===== src/rtl/alu_control.sv =====
// ALU control decoder: aluOp class + funct3/funct7 bits -> ALU operation, plus a sticky illegal flag.
// Define ALU_CONTROL_MEXT_EN to decode the RV32M multiply/divide group.
package alu_control_pkg;
   typedef enum logic [4:0] {
      ALU_ADD    = 5'd0,
      ALU_SUB    = 5'd1,
      ALU_SLL    = 5'd2,
      ALU_SLT    = 5'd3,
      ALU_SLTU   = 5'd4,
      ALU_XOR    = 5'd5,
      ALU_SRL    = 5'd6,
      ALU_SRA    = 5'd7,
      ALU_OR     = 5'd8,
      ALU_AND    = 5'd9,
      ALU_EQ     = 5'd10,
      ALU_LT     = 5'd11,
      ALU_LTU    = 5'd12,
      ALU_MUL    = 5'd13,
      ALU_MULH   = 5'd14,
      ALU_MULHSU = 5'd15,
      ALU_MULHU  = 5'd16,
      ALU_DIV    = 5'd17,
      ALU_DIVU   = 5'd18,
      ALU_REM    = 5'd19,
      ALU_REMU   = 5'd20
   } alu_opcode_e;
endpackage

module alu_control
   import alu_control_pkg::*;
(
   input  logic        clk,
   input  logic        rst,
   input  logic [1:0]  funct7Parts,
   input  logic [2:0]  funct3,
   input  logic [1:0]  aluOp,
   input  logic        clearIllegal,
   output alu_opcode_e aluOpcode,
   output logic        illegal,
   output logic        illegalSticky
);

   alu_opcode_e opcode_d;
   alu_opcode_e base_op;
   logic        illegal_d;
   logic        illegal_sticky_q;

   // Shared base-integer decode for R-type and I-type by funct3.
   always_comb begin
      base_op = ALU_ADD;
      case (funct3)
         3'b000:  base_op = ALU_ADD;
         3'b001:  base_op = ALU_SLL;
         3'b010:  base_op = ALU_SLT;
         3'b011:  base_op = ALU_SLTU;
         3'b100:  base_op = ALU_XOR;
         3'b101:  base_op = ALU_SRL;
         3'b110:  base_op = ALU_OR;
         default: base_op = ALU_AND;
      endcase
   end

   always_comb begin
      opcode_d  = ALU_ADD;
      illegal_d = 1'b0;
      case (aluOp)
         2'b00: begin
            opcode_d = ALU_ADD;
         end
         2'b01: begin
            // Compare only; the branch unit handles BNE/BGE/BGEU inversion.
            case (funct3)
               3'b000, 3'b001: opcode_d = ALU_EQ;
               3'b010, 3'b011: begin
                  opcode_d  = ALU_EQ;
                  illegal_d = 1'b1;
               end
               3'b100, 3'b101: opcode_d = ALU_LT;
               default:        opcode_d = ALU_LTU;
            endcase
         end
         2'b10: begin
            if (funct7Parts[0]) begin
`ifdef ALU_CONTROL_MEXT_EN
               if (funct7Parts[1]) begin
                  opcode_d  = ALU_ADD;
                  illegal_d = 1'b1;
               end else begin
                  case (funct3)
                     3'b000:  opcode_d = ALU_MUL;
                     3'b001:  opcode_d = ALU_MULH;
                     3'b010:  opcode_d = ALU_MULHSU;
                     3'b011:  opcode_d = ALU_MULHU;
                     3'b100:  opcode_d = ALU_DIV;
                     3'b101:  opcode_d = ALU_DIVU;
                     3'b110:  opcode_d = ALU_REM;
                     default: opcode_d = ALU_REMU;
                  endcase
               end
`else
               opcode_d  = ALU_ADD;
               illegal_d = 1'b1;
`endif
            end else if (funct7Parts[1]) begin
               if (funct3 == 3'b000) begin
                  opcode_d = ALU_SUB;
               end else if (funct3 == 3'b101) begin
                  opcode_d = ALU_SRA;
               end else begin
                  opcode_d  = base_op;
                  illegal_d = 1'b1;
               end
            end else begin
               opcode_d = base_op;
            end
         end
         default: begin
            if (funct3 == 3'b101 && funct7Parts[1]) begin
               opcode_d = ALU_SRA;
            end else begin
               opcode_d = base_op;
            end
         end
      endcase
   end

   assign aluOpcode = opcode_d;
   assign illegal   = illegal_d;

   // Setting wins over a clear arriving on the same edge.
   always_ff @(posedge clk or posedge rst) begin
      if (rst) begin
         illegal_sticky_q <= 1'b0;
      end else if (illegal_d) begin
         illegal_sticky_q <= 1'b1;
      end else if (clearIllegal) begin
         illegal_sticky_q <= 1'b0;
      end
   end

   assign illegalSticky = illegal_sticky_q;

endmodule


===== config.mk =====
export PLATFORM = sky130hd
export DESIGN_NAME = alu_control
export DESIGN_NICKNAME = d
export VERILOG_FILES = /design/src/rtl/alu_control.sv
export SDC_FILE = /design/constraint.sdc
export NUM_CORES = 1
export LEC_CHECK = 0
export ABC_AREA = 1
export ABC_CLOCK_PERIOD_IN_PS = 1280
export BUFFER_PORTS_ARGS = -buffer_cell sky130_fd_sc_hd__buf_2
export CAP_MARGIN = 10
export CORE_AREA = 5 5 42 44
export DETAILED_ROUTE_END_ITERATION = 10
export DIE_AREA = 0 0 47 49
export PLACE_DENSITY = 0.51
export REMOVE_ABC_BUFFERS = 1
export SKIP_LAST_GASP = 1
export SLEW_MARGIN = 20
export SYNTH_ARGS = -nofsm -noshare
export SYNTH_HDL_FRONTEND = slang
export SYNTH_SLANG_ARGS = --single-unit

===== constraint.sdc =====
create_clock -name clk -period 1.28 [get_ports clk]
set_input_delay 0.064 -clock clk [delete_from_list [all_inputs] [get_ports clk]]
set_output_delay 0.064 -clock clk [all_outputs]
set_load 0.02 [all_outputs]

==> summary.txt, run 1 <==
Status
  • Status: finished clean

Final layout
  • Fillcell total: 163
  • Footprint of the multi-input gates: 171 um^2
  • Share of cells above drive strength 1: 0.266
  • Most common cell after layout, fill and taps aside: nand2_1
  • Largest register FFs: 1
  • Most frequent cells in the layout: nand2_1, buf_2, inv_1, nand3_1
  • ANT cells: 0
  • Register area: 25.0 um^2
  • Synth-to-Final Area Change: 38.6%
  • Final #Nets: 79
  • Post-route cell area: 350 um^2

Worst setup path
  • CP max-delay cell: ha_1
  • Max stage delay on crit path: 0.22 ns
  • Critical path type: in2out
  • Cell count of the worst reg-to-reg path: 2
  • CP Launch Type: input port
  • Reg-to-Reg End: illegalSticky
  • Worst EP arrival: 0.99 ns
  • Worst Setup End Kind: output pin
  • Worst-path cell chain: buf_2, ha_1, inv_1, nand2_1, inv_1, nand3_1, a22oi_1, buf_2
  • CP Capture Point: aluOpcode[2]
  • CP Max Fanout: 3
  • Critical path origin: aluOp[0]
  • CP required: 1.22 ns
  • RR Startpoint: illegalSticky
  • R2R setup slack: 0.70 ns

CTS
  • Skew-Pair Late Insertion Delay: 0 ns
  • Hold Buf Count CTS: 1
  • Post-CTS Setup Repair Bufs: 0
  • CTS resizes: 0
  • Worst-path clk slew: 0 ns

GRT
  • Vias in the first global route: 293
  • GRT Total Usage: 0.0604
  • Largest net degree at the start of global routing: 8
  • Gr ovfl total: 0
  • First-pass GRT wire length: 1150 um
  • Initial antenna violation count: 0

Pwr
  • Static Leak: 0.247 nW
  • Power per Cell Area: 427 nW/um^2
  • Peak supply drop: 170 uV

Synthesis
  • Yosys Warn Count: 0
  • Syn avg cell area: 5.16 um^2
  • Register area share after synthesis: 0.0990
  • Post-Synthesis Cells: 49
  • Mapped Area: 253 um^2
  • Post-synthesis register bit count: 1
  • Distinct cells, synth: 13

Die
  • Die Y-Extent: 49 um
  • Die width: 47 um
  • Initial core utilization: 0.180
  • Die area: 2300 um^2
  • IO Pins: 17
  • Std-Cell Core Area: 1400 um^2
  • Row cnt: 14

Drt
  • Detailed router's first-iteration violation count: 3
  • DRC errors left: 0
  • Final WL: 613 um
  • ANT nets after route: 0
  • Via count: 323
  • Routed vias/inst: 4.04
  • DRT Pass-1 Iters: 4
  • WL/cell: 7.66 um

Timing
  • Total Neg Setup Slack: 0 ns
  • Final count of hold timing violations: 0
  • Final Slew Violations: 0
  • FMAX: 945 MHz
  • Final min period: 1.06 ns
  • Fin crit share: 0.827
  • Unrepaired setup endpoints after global routing: no
  • Setup Skew: 0 ns
  • Setup violators final: 0

Placed design
  • PortBufs: 15
  • Post-DP Area: 340 um^2
  • HPWL after DPL: 546 um
  • Placer Congestion: 0.758

Flow run
  • Max_cap viols: 0

Min path
  • Worst min path class: in2reg
==> worst min path at each step <==
stage                            start       endpoint  slack [ns]  depth (start not counted)
after CTS                 clearIllegal  illegalSticky        0.30                          4
after floorplan                    rst  illegalSticky       -0.21                          1
final                     clearIllegal  illegalSticky        0.30                          4
after detailed placement           rst  illegalSticky       -0.10                          2
after global routing      clearIllegal  illegalSticky        0.34                          4
after global placement             rst  illegalSticky       -0.10                          2
==> worst max-delay path, delay by kind of cell <==
family,cells,cell delay (ns)
AO/OA/AOI/OAI,1,0.15
adder cells (fa/ha/maj),1,0.22
AND/OR/NAND/NOR,2,0.12
buffers and inverters,4,0.44
==> report_power, final <==
part           leakage, nW  total, mW  internal, mW  switching [mW]
clock network            0          0             0               0
registers           0.0131     0.0373        0.0357         0.00169
logic                0.234      0.112        0.0418          0.0703
total                0.247      0.149        0.0774          0.0720
==> layout make-up <==
| type | instances | area share |
|---|---|---|
| well taps | 16 | 0.0571 |
| flip-flops and latches | 1 | 0.0714 |
| inverters | 13 | 0.139 |
| multi-input cells | 34 | 0.489 |
| repair buffers | 16 | 0.243 |
==> metal layers <==
| metal | wire length [um] | up-vias | track usage |
|---|---|---|---|
| met5 | 0 | - | 0 |
| met4 | 0 | 0 | 0 |
| met3 | 93 | 0 | 0.00369 |
| met2 | 248 | 13 | 0.104 |
| met1 | 271 | 134 | 0.0852 |
| li1 | - | 176 | - |
==> cell usage after synthesis <==
cell     count  area (um^2)
conb_1       1         3.75
dfrtp_1      1         25.0
nand3_1      5         25.0
inv_1       11         41.3
ha_1         3         37.5
a22oi_1      1         7.51
buf_4        1         7.51
nand2_1     17         63.8
nor2_1       1         3.75
inv_2        2         7.51
o21ai_0      3         15.0
a21oi_1      2         10.0
nor3_1       1         5.00
==> stage by stage <==
| stage | utilization | instances | hold WS [ns] | setup slack (ns) | power (mW) |
|---|---|---|---|---|---|
| floorplan | - | 48 | -0.207 | 0.300 | 0.105 |
| global placement | 0.243 | 79 | -0.101 | 0.234 | 0.149 |
| detailed placement | 0.243 | 79 | -0.102 | 0.229 | 0.148 |
| CTS | 0.250 | 80 | 0.300 | 0.225 | 0.151 |
| global route | 0.250 | 80 | 0.337 | 0.0766 | 0.170 |
| finish | 0.250 | 80 | 0.297 | 0.222 | 0.149 |
==> cells by family after synthesis <==
family | Yosys count | share of synthesized area
compound gates | 6 | 0.129
fa+ha+maj | 3 | 0.149
buf+inv | 14 | 0.223
flops | 1 | 0.0990
other cells | 1 | 0.0148
simple gates | 24 | 0.386
(Power assumes the default switching activity.)
==> run 2, diff against run 1 <==
Settings changed: ABC_AREA 1 to 0, ABC_CLOCK_PERIOD_IN_PS 1280 to 930, PLACE_DENSITY 0.51 to 0.52.
Clock period 1.28 ns to 0.93 ns, I/O delays scaled along.
==> summary.txt, run 2 <==
Pwr
  • Power per Cell Area: 565 nW/um^2
  • Sw Pwr: 130 uW
  • Sequential share of power: 0.167
  • Static Leak: 0.284 nW
  • Comb power frac: 0.833
  • Total power: 315 uW
  • Sw frac: 0.412
  • Clk pwr share: 0
  • Peak supply drop: 371 uV
  • Int Pwr: 185 uW

Synthesis
  • Post-synthesis simple-gate area fraction: 0.177
  • Top post-synthesis cells by area: ha_1, inv_1, dfrtp_1, o311ai_2, a21oi_1
  • Mapped Area: 254 um^2
  • Largest family of logic cells by synthesized area: compound AO/OA/AOI/OAI gates
  • Post-synth EDFFs: 0
  • Adder-cell share of the synthesized area: 0.148
  • Yosys Warn Count: 0
  • Top cell type's share of synthesized area: 0.148
  • Post-synthesis register bit count: 1
  • Top cells by instance count after synthesis: inv_1, a21oi_1, ha_1, o21ai_0
  • FFs w/ async S/R, synth: 1.00
  • Top_reg_cell synth: dfrtp_1
  • Biggest area consumer among synthesized cells: ha_1
  • Most numerous cell in the Yosys netlist: inv_1
  • Register area share after synthesis: 0.0985
  • Post-synthesis mux area share: 0.0394
  • Post-synthesis compound-gate area fraction: 0.389
  • Syn avg cell area: 7.06 um^2
  • Post-Synthesis Cells: 36
  • Fraction of synthesized cell area in xor and xnor cells: 0
  • Distinct cells, synth: 20

Placed design
  • Placer Congestion: 0.741
  • HPWL after DPL: 653 um
  • Worst slack, placed: -0.347 ns
  • PortBufs: 15
  • Inst Count DP: 77
  • Post-DP Area: 424 um^2

Worst setup path
  • R2R setup slack: 0.30 ns
  • Worst EP arrival: 1.07 ns
  • Worst-path cell chain: buf_6, ha_4, nand2b_4, or2_4, a21boi_1, mux2i_1, buf_4
  • Critical path type: in2out
  • CP required: 0.88 ns
  • Cell count of the worst reg-to-reg path: 1
  • CP max-delay cell: or2_4
  • Crit path max-delay family: simple AND/OR/NAND/NOR gates
  • Max stage delay on crit path: 0.22 ns
  • Worst Path Buf+Inv: 2
  • Worst Setup End Kind: output pin
  • CP Launch Type: input port
  • CP Max Fanout: 3
  • Stages on the worst setup path: 7

Drt
  • DRC errors left: 0
  • Met2 routed WL: 454 um
  • M1 WL: 350 um
  • Routed vias/inst: 4.38
  • WL/cell: 10.6 um
  • ANT nets after route: 0
  • Wire length on met3: 25 um
  • Final WL: 830 um
  • DR top layer: met3
  • Via count: 342
  • DRT Pass-1 Iters: 1
  • Detailed router's first-iteration violation count: 0

Die
  • Initial core utilization: 0.181
  • Die Y-Extent: 49 um
  • Die area: 2300 um^2
  • Die width: 47 um
  • Row cnt: 14
  • Std-Cell Core Area: 1400 um^2
  • IO Pins: 17

Timing
  • Unrepaired setup endpoints after global routing: yes
  • Worst hold slack: 0.322 ns
  • Final min period: 1.12 ns
  • Setup violators final: 6
  • Fin crit share: 1.20
  • FMAX: 896 MHz
  • Final setup margin: -0.186 ns
  • Setup Skew: 0 ns
  • Final Slew Violations: 0
  • Total Neg Setup Slack: -0.733 ns
  • Final count of hold timing violations: 0

GRT
  • Vias in the first global route: 385
  • First-pass GRT wire length: 1510 um
  • Largest net degree at the start of global routing: 8
  • Gr ovfl total: 0
  • GRT Total Usage: 0.0809
  • Initial antenna violation count: 0

Final layout
  • Post-route insts no fill: 78
  • Largest register FFs: 1
  • Final #Nets: 77
  • Most common cell after layout, fill and taps aside: buf_4
  • Fin util: 0.397
  • Share of cells above drive strength 1: 0.597
  • Most frequent cells in the layout: buf_4, buf_2, buf_6, inv_1, ha_4
  • Post-route cell area: 557 um^2
  • Synth-to-Final Area Change: 119%
  • ANT cells: 0

CTS
  • Post-CTS Setup Repair Bufs: 0
  • Worst-path clk slew: 0 ns
  • Skew-Pair Late Insertion Delay: 0 ns

Status
  • Status: finished with violations
  • Failing checks: setup timing

Min path
  • Worst Hold Path Cells: 3
  • Worst min path class: in2reg

Flow run
  • Max_cap viols: 0
==> run 2: cell count changes after synthesis, sizes merged, moves of 2 or more <==
| cell | delta |
|---|---|
| a21o | +2 |
| and2b | +2 |
| inv | -6 |
| nand2 | -15 |
| nand3 | -5 |
| o31ai | +2 |
==> run 2: power by group through the flow <==
stage / Clock [mW] / Combinational (mW) / Sequential [mW]
floorplan: 0 / 0.0891 / 0.0590
global placement: 0 / 0.193 / 0.0520
detailed placement: 0 / 0.195 / 0.0526
CTS: 0 / 0.254 / 0.0527
global route: 0 / 0.288 / 0.0533
finish: 0 / 0.262 / 0.0525
==> run 2: path summary, 6_finish.rpt <==
path                               start       endpoint
setup / recovery                aluOp[1]   aluOpcode[2]
hold / removal              clearIllegal  illegalSticky
setup reg to reg           illegalSticky  illegalSticky
hold reg to reg            illegalSticky  illegalSticky
max in group asynchronous            rst  illegalSticky
min in group asynchronous            rst  illegalSticky
==> run 2: kinds of logic after synthesis <==
kind of cell               count (synthesis)
DFF                                        1
buffers and inverters                      8
adders and majority gates                  3
AOI/OAI and AO/OA                         14
muxes                                      1
other                                      1
and+or+nand+nor                            8
==> run 2: metal layers <==
metal  global-route usage  vias to the layer above
met5                    0                        -
met4                    0                        0
met3                    0                        0
met2                0.161                        9
met1               0.0963                      156
li1                     -                      177
==> run 2: what timing repair did <==
action,CTS,global route
hold endpoints to repair,1,0
hold buffers,1,0
setup endpoints to repair,6,6
resized for setup,30,3
cloned,0,0
pin swaps,10,2
==> run 2: final cells by class <==
type,count,area (um^2)
inverters,7,28.8
flip-flops and latches,1,25.0
fillers,152,845
multi-input cells,27,268
repair buffers,27,215
well taps,16,20.0
==> run 2: tightest hold or removal path, stage by stage <==
cell    delay (ns)
buf_2         0.09
inv_1         0.04
a21o_1        0.10
